<file path="src/rtl/fp_addsub_issue.sv">
// Operand FIFO plus registered issue (S1) and result (S2) stages around an external
// combinational FP adder/subtractor; valid/ready on both the request and result sides.
module fp_addsub_issue #(
  parameter int DEPTH = 4,
  parameter int TAG_W = 4
) (
  input  logic                       clk,
  input  logic                       rst,
  input  logic                       flush,
  input  logic                       in_valid,
  output logic                       in_ready,
  input  logic [31:0]                in_a,
  input  logic [31:0]                in_b,
  input  logic [2:0]                 in_opcode,
  input  logic [TAG_W-1:0]           in_tag,
  output logic [31:0]                fpu_a,
  output logic [31:0]                fpu_b,
  output logic                       fpu_cin,
  output logic [2:0]                 fpu_opcode,
  input  logic [31:0]                fpu_out,
  output logic                       out_valid,
  input  logic                       out_ready,
  output logic [31:0]                out_result,
  output logic [TAG_W-1:0]           out_tag,
  output logic                       out_zero,
  output logic                       out_inf,
  output logic                       out_nan,
  output logic [$clog2(DEPTH):0]     fifo_count
);

  localparam int PTR_W = $clog2(DEPTH);
  localparam int CNT_W = PTR_W + 1;
  localparam int ENT_W = 32 + 32 + 3 + TAG_W;

  function automatic logic is_zero_f(input logic [31:0] v);
    return (v[30:23] == 8'h00) && (v[22:0] == 23'h000000);
  endfunction

  function automatic logic is_inf_f(input logic [31:0] v);
    return (v[30:23] == 8'hFF) && (v[22:0] == 23'h000000);
  endfunction

  function automatic logic is_nan_f(input logic [31:0] v);
    return (v[30:23] == 8'hFF) && (v[22:0] != 23'h000000);
  endfunction

  logic [ENT_W-1:0] mem_r [DEPTH];
  logic [PTR_W-1:0] wr_ptr_r;
  logic [PTR_W-1:0] rd_ptr_r;
  logic [CNT_W-1:0] count_r;

  logic             s1_valid_r;
  logic [31:0]      s1_a_r;
  logic [31:0]      s1_b_r;
  logic [2:0]       s1_op_r;
  logic [TAG_W-1:0] s1_tag_r;

  logic             s2_valid_r;
  logic [31:0]      s2_result_r;
  logic [TAG_W-1:0] s2_tag_r;
  logic             s2_zero_r;
  logic             s2_inf_r;
  logic             s2_nan_r;

  logic             in_ready_s;
  logic             push_s;
  logic             s1_adv_s;
  logic             s2_adv_s;
  logic [ENT_W-1:0] head_s;

  // Handshake and stage-advance decisions from registered state.
  always_comb begin
    in_ready_s = (count_r != CNT_W'(DEPTH));
    push_s     = in_valid && in_ready_s;
    s2_adv_s   = s1_valid_r && (!s2_valid_r || out_ready);
    s1_adv_s   = (count_r != CNT_W'(0)) && (!s1_valid_r || s2_adv_s);
    head_s     = mem_r[rd_ptr_r];
  end

  // FIFO storage/pointers and both pipeline stages; flush clears only the valids and occupancy.
  always_ff @(posedge clk or posedge rst) begin
    if (rst) begin
      for (int i = 0; i < DEPTH; i++) mem_r[i] <= '0;
      wr_ptr_r    <= '0;
      rd_ptr_r    <= '0;
      count_r     <= '0;
      s1_valid_r  <= 1'b0;
      s1_a_r      <= 32'h0000_0000;
      s1_b_r      <= 32'h0000_0000;
      s1_op_r     <= 3'd0;
      s1_tag_r    <= '0;
      s2_valid_r  <= 1'b0;
      s2_result_r <= 32'h0000_0000;
      s2_tag_r    <= '0;
      s2_zero_r   <= 1'b0;
      s2_inf_r    <= 1'b0;
      s2_nan_r    <= 1'b0;
    end else if (flush) begin
      wr_ptr_r   <= '0;
      rd_ptr_r   <= '0;
      count_r    <= '0;
      s1_valid_r <= 1'b0;
      s2_valid_r <= 1'b0;
    end else begin
      if (push_s) begin
        mem_r[wr_ptr_r] <= {in_a, in_b, in_opcode, in_tag};
        wr_ptr_r        <= wr_ptr_r + PTR_W'(1);
      end
      if (s1_adv_s) rd_ptr_r <= rd_ptr_r + PTR_W'(1);
      case ({push_s, s1_adv_s})
        2'b10:   count_r <= count_r + CNT_W'(1);
        2'b01:   count_r <= count_r - CNT_W'(1);
        default: count_r <= count_r;
      endcase
      if (s1_adv_s) begin
        {s1_a_r, s1_b_r, s1_op_r, s1_tag_r} <= head_s;
        s1_valid_r <= 1'b1;
      end else if (s2_adv_s) begin
        s1_valid_r <= 1'b0;
      end
      if (s2_adv_s) begin
        s2_result_r <= fpu_out;
        s2_tag_r    <= s1_tag_r;
        s2_zero_r   <= is_zero_f(fpu_out);
        s2_inf_r    <= is_inf_f(fpu_out);
        s2_nan_r    <= is_nan_f(fpu_out);
        s2_valid_r  <= 1'b1;
      end else if (out_ready) begin
        s2_valid_r  <= 1'b0;
      end
    end
  end

  assign in_ready   = in_ready_s;
  assign fifo_count = count_r;
  assign fpu_a      = s1_a_r;
  assign fpu_b      = s1_b_r;
  assign fpu_cin    = 1'b0;
  assign fpu_opcode = s1_op_r;
  assign out_valid  = s2_valid_r;
  assign out_result = s2_result_r;
  assign out_tag    = s2_tag_r;
  assign out_zero   = s2_zero_r;
  assign out_inf    = s2_inf_r;
  assign out_nan    = s2_nan_r;

endmodule

</file>
<file path="config.mk">
export PLATFORM = sky130hd
export DESIGN_NAME = fp_addsub_issue
export DESIGN_NICKNAME = d
export VERILOG_FILES = /design/src/rtl/fp_addsub_issue.sv
export SDC_FILE = /design/constraint.sdc
export NUM_CORES = 1
export LEC_CHECK = 0
export BUFFER_PORTS_ARGS = -buffer_cell sky130_fd_sc_hd__clkbuf_2
export CORE_ASPECT_RATIO = 1.1
export CORE_MARGIN = 2
export CORE_UTILIZATION = 58
export CTS_CLUSTER_DIAMETER = 120
export DETAILED_ROUTE_END_ITERATION = 6
export HOLD_SLACK_MARGIN = 0.02
export PLACE_DENSITY = 0.88
export SKIP_CTS_REPAIR_TIMING = 1
export SYNTH_ARGS = -nofsm -noshare
export SYNTH_HDL_FRONTEND = slang
export SYNTH_SLANG_ARGS = --single-unit
</file>
<file path="constraint.sdc">
create_clock -name clk -period 13.03 [get_ports clk]
set_input_delay 0.6515 -clock clk [delete_from_list [all_inputs] [get_ports clk]]
set_output_delay 0.6515 -clock clk [all_outputs]
set_load 0.005 [all_outputs]
</file>
==> impl_metrics.env <==
export IMPL_layout_commonest_cell="dfrtp_1"
export IMPL_r2r_start="fifo_count[0]$_DFFE_PP0P_"
export IMPL_setup_viol=0
export IMPL_row_count=65
export IMPL_clk_pin_slew_worst_paths_ns=0.06
export IMPL_hpwl_um=20300
export IMPL_startpoint_type="flop"
export IMPL_grt_overflow_total=0
export IMPL_tns_ns=0
export IMPL_synth_nets=1111
export IMPL_yosysWarnings=0
export IMPL_vias_per_cell=5.83
export IMPL_synthAdderAreaFrac_pct=0.409
export IMPL_status="finished clean"
export IMPL_p_leak_nw=9.17
export IMPL_drtAntennaViolNets=0
export IMPL_synthToLayoutAreaGrowth_pct=15.1
export IMPL_r2r_cells=5
export IMPL_hold_class="in2async"
export IMPL_whs_ns=0.323
export IMPL_min_period_ns=2.90
export IMPL_synth_top_family_by_area="multiplexers"
export IMPL_htreeDepth=2
export IMPL_hold_violations=0
export IMPL_synthSimpleGateAreaFrac_pct=1.58
export IMPL_insertion_delay_ns=0.53
export IMPL_antenna_cells=0
export IMPL_drc_errors=0
export IMPL_cts_tree="yes"
export IMPL_vias=9364
export IMPL_period_share_pct=22.2
export IMPL_synthesis_area_mm2=0.0171
export IMPL_firstDrtPassIters=4
export IMPL_synth_cell_types=41
export IMPL_routed_wl_um=33600
export IMPL_die_h_um=184
export IMPL_die_area_mm2=0.0309
export IMPL_rsz0062_at_grt="no"
export IMPL_relSlewSlack_pct=32.9
export IMPL_avgSynthCellArea_um2=17.1
export IMPL_worstPathArrival_ns=3.31
export IMPL_fillers=1893
export IMPL_most_common_layout_cells="dfrtp_1, mux2_2, clkbuf_2"
export IMPL_grtUsageTotal_pct=22.8
export IMPL_die_x_um=168
export IMPL_regToRegSetupSlack_ns=10.13
export IMPL_synthMuxAreaShare_pct=35.6
export IMPL_grt_max_degree=179
export IMPL_grt_pass1_vias=10200
export IMPL_crit_chain="or3b_1, nor3b_4, nand2_4, buf_4, mux2_2"
export IMPL_cts_sinks=403
export IMPL_cts_root_buffer="clkbuf_16"
export IMPL_num_io_pins=220
export IMPL_numPortBuffers=218
export IMPL_fin_skew_ns=0.0160
export IMPL_antenna_found_initial=0
export IMPL_power_density_mw_per_mm2=241
export IMPL_vdd_drop_max_v=0.000149
export IMPL_cts_inserted_buffers=41
export IMPL_wl_per_cell_um=20.9
export IMPL_synth_seq_area_share_pct=58.9
export IMPL_critical_path_max_stage_delay_ns=0.64
export IMPL_clk_path_buf_depth=3
export IMPL_crit_type="reg2reg"
export IMPL_worstPathRequired_ns=13.44
export IMPL_fmax_mhz=345
export IMPL_startpoint="fifo_count[0]$_DFFE_PP0P_"
export IMPL_final_max_slew_viol_count=0
export IMPL_timing_rr_end="mem_r[230]$_DFFE_PP0P_"
export IMPL_fin_nets=1324
export IMPL_cp_max_fo=39
export IMPL_synth_compound_area_share_pct=0.468
export IMPL_coreArea_mm2=0.0289
export IMPL_crit_slowest_cell="buf_4"
export IMPL_initialDrtViolationCount=642
export IMPL_worst_pin_slew_ns=1.01
export IMPL_grt_first_pass_wirelength_um=55400
export IMPL_gp_congestion=0.760
export IMPL_finalCoreUtilization_pct=68.2
export IMPL_start_util_pct=59.3
export IMPL_drive_gt1_share_pct=60.9
export IMPL_ys_ff_latch=403
export IMPL_synth_xor_area_share_pct=0.205
export IMPL_crit_path_end_kind="flop"
export IMPL_maxCapViolCount=0
export IMPL_netlist_instances=998
==> cells in the mapped netlist <==
master    count  area, um^2
a31oi_1       1        6.26
and4_1        1        8.76
mux2_2      363        4090
mux4_2       71        1600
nand2_2       4        25.0
buf_2        15        75.1
or2_2         2        12.5
a21o_1        1        7.51
o21ai_0       2        10.0
nand2b_1      3        18.8
a22o_1        1        8.76
conb_1        1        3.75
nand2_1       5        18.8
nand3b_1      4        30.0
fa_1          1        20.0
or3_1         1        6.26
nor3b_4       1        18.8
buf_1         3        11.3
mux2_1        9         101
buf_4         1        7.51
buf_6        28         315
xor2_1        2        17.5
nand4_1       2        12.5
dfrtp_1     403       10100
mux2_4       20         300
o21ai_1       1        5.00
a21oi_1       5        25.0
nor2_1        6        22.5
or3b_1        1        8.76
nor2b_1       1        6.26
nor3_1        3        15.0
a32o_1        1        10.0
or2b_1        1        7.51
nand3_1       3        15.0
xnor2_1       2        17.5
inv_1         5        18.8
clkbuf_1     11        41.3
o31ai_1       1        7.51
ha_1          4        50.1
nor4_1        7        43.8
mux2i_1       1        10.0
==> flip-flops by register name, indices dropped and copies added, names as in the netlist, 2 cells and up <==
| register | count |
|---|---|
| fifo_count | 3 |
| fpu_a | 32 |
| fpu_b | 32 |
| fpu_opcode | 3 |
| mem_r | 284 |
| out_result | 32 |
| out_tag | 4 |
| rd_ptr_r | 2 |
| s1_tag_r | 4 |
| wr_ptr_r | 2 |
==> worst max-delay path, delay by kind of cell, from the launching register on <==
| kind | cells | cell delay, ns |
|---|---|---|
| simple gates | 3 | 1.24 |
| mux | 1 | 0.42 |
| flops | 1 | 0.45 |
| buf+inv | 1 | 0.64 |
==> per-stage QoR <==
step	worst slack, ns	instances	power (mW)	instance area, um^2
floorplan	1.17	998	3.15	17100
global placement	9.82	1536	3.51	18300
detailed placement	9.75	1536	3.60	18300
CTS	10.10	1607	4.80	19700
global route	9.96	1607	5.01	19700
finish	10.13	1607	4.74	19700
==> worst max path at each step <==
stage / endpoint / slack [ns]
2_1_floorplan: fifo_count[0]$_DFFE_PP0P_ / 1.17
3_3_place_gp: s1_tag_r[3]$_DFFE_PP0P_ / 9.82
3_5_place_dp: fpu_b[3]$_DFFE_PP0P_ / 9.75
4_1_cts: mem_r[230]$_DFFE_PP0P_ / 10.10
5_1_grt: fpu_b[17]$_DFFE_PP0P_ / 9.96
6_report: mem_r[230]$_DFFE_PP0P_ / 10.13
==> logic make-up (layout without fill, tap and decap cells) <==
kind of cell / count (synthesis) / in the layout
other: 1 / 1
AO/OA/AOI/OAI: 13 / 13
multiplexers: 464 / 464
adder cells (fa/ha/maj): 5 / 5
buffers and inverters: 63 / 304
flip-flops: 403 / 403
AND/OR/NAND/NOR: 45 / 45
XOR/XNOR: 4 / 4
==> where the power goes <==
group	total (mW)	switching (mW)	internal, mW
clock	1.17	0.468	0.702
combinational	1.41	0.492	0.917
sequential	2.16	0.334	1.83
==> layer usage <==
layer  vias up  global-route usage (%)  wire, um
met5         -                       0         0
met4         0                    5.11       561
met3        48                    4.81      1740
met2       198                    38.7     17100
met1      4997                    30.6     14200
li1       4121                       -         -
==> cell type report <==
class | count | area, um^2 | share of cell area (%)
Tap cell | 368 | 460 | 2.34
Multi-Input combinational cell | 532 | 6590 | 33.4
Inverter | 5 | 26.3 | 0.133
Clock buffer | 59 | 1210 | 6.12
Clock inverter | 12 | 148 | 0.750
Sequential cell | 403 | 10100 | 51.2
Timing Repair Buffer | 228 | 1180 | 5.98
Note: power is estimated with default switching activity, not from simulation.
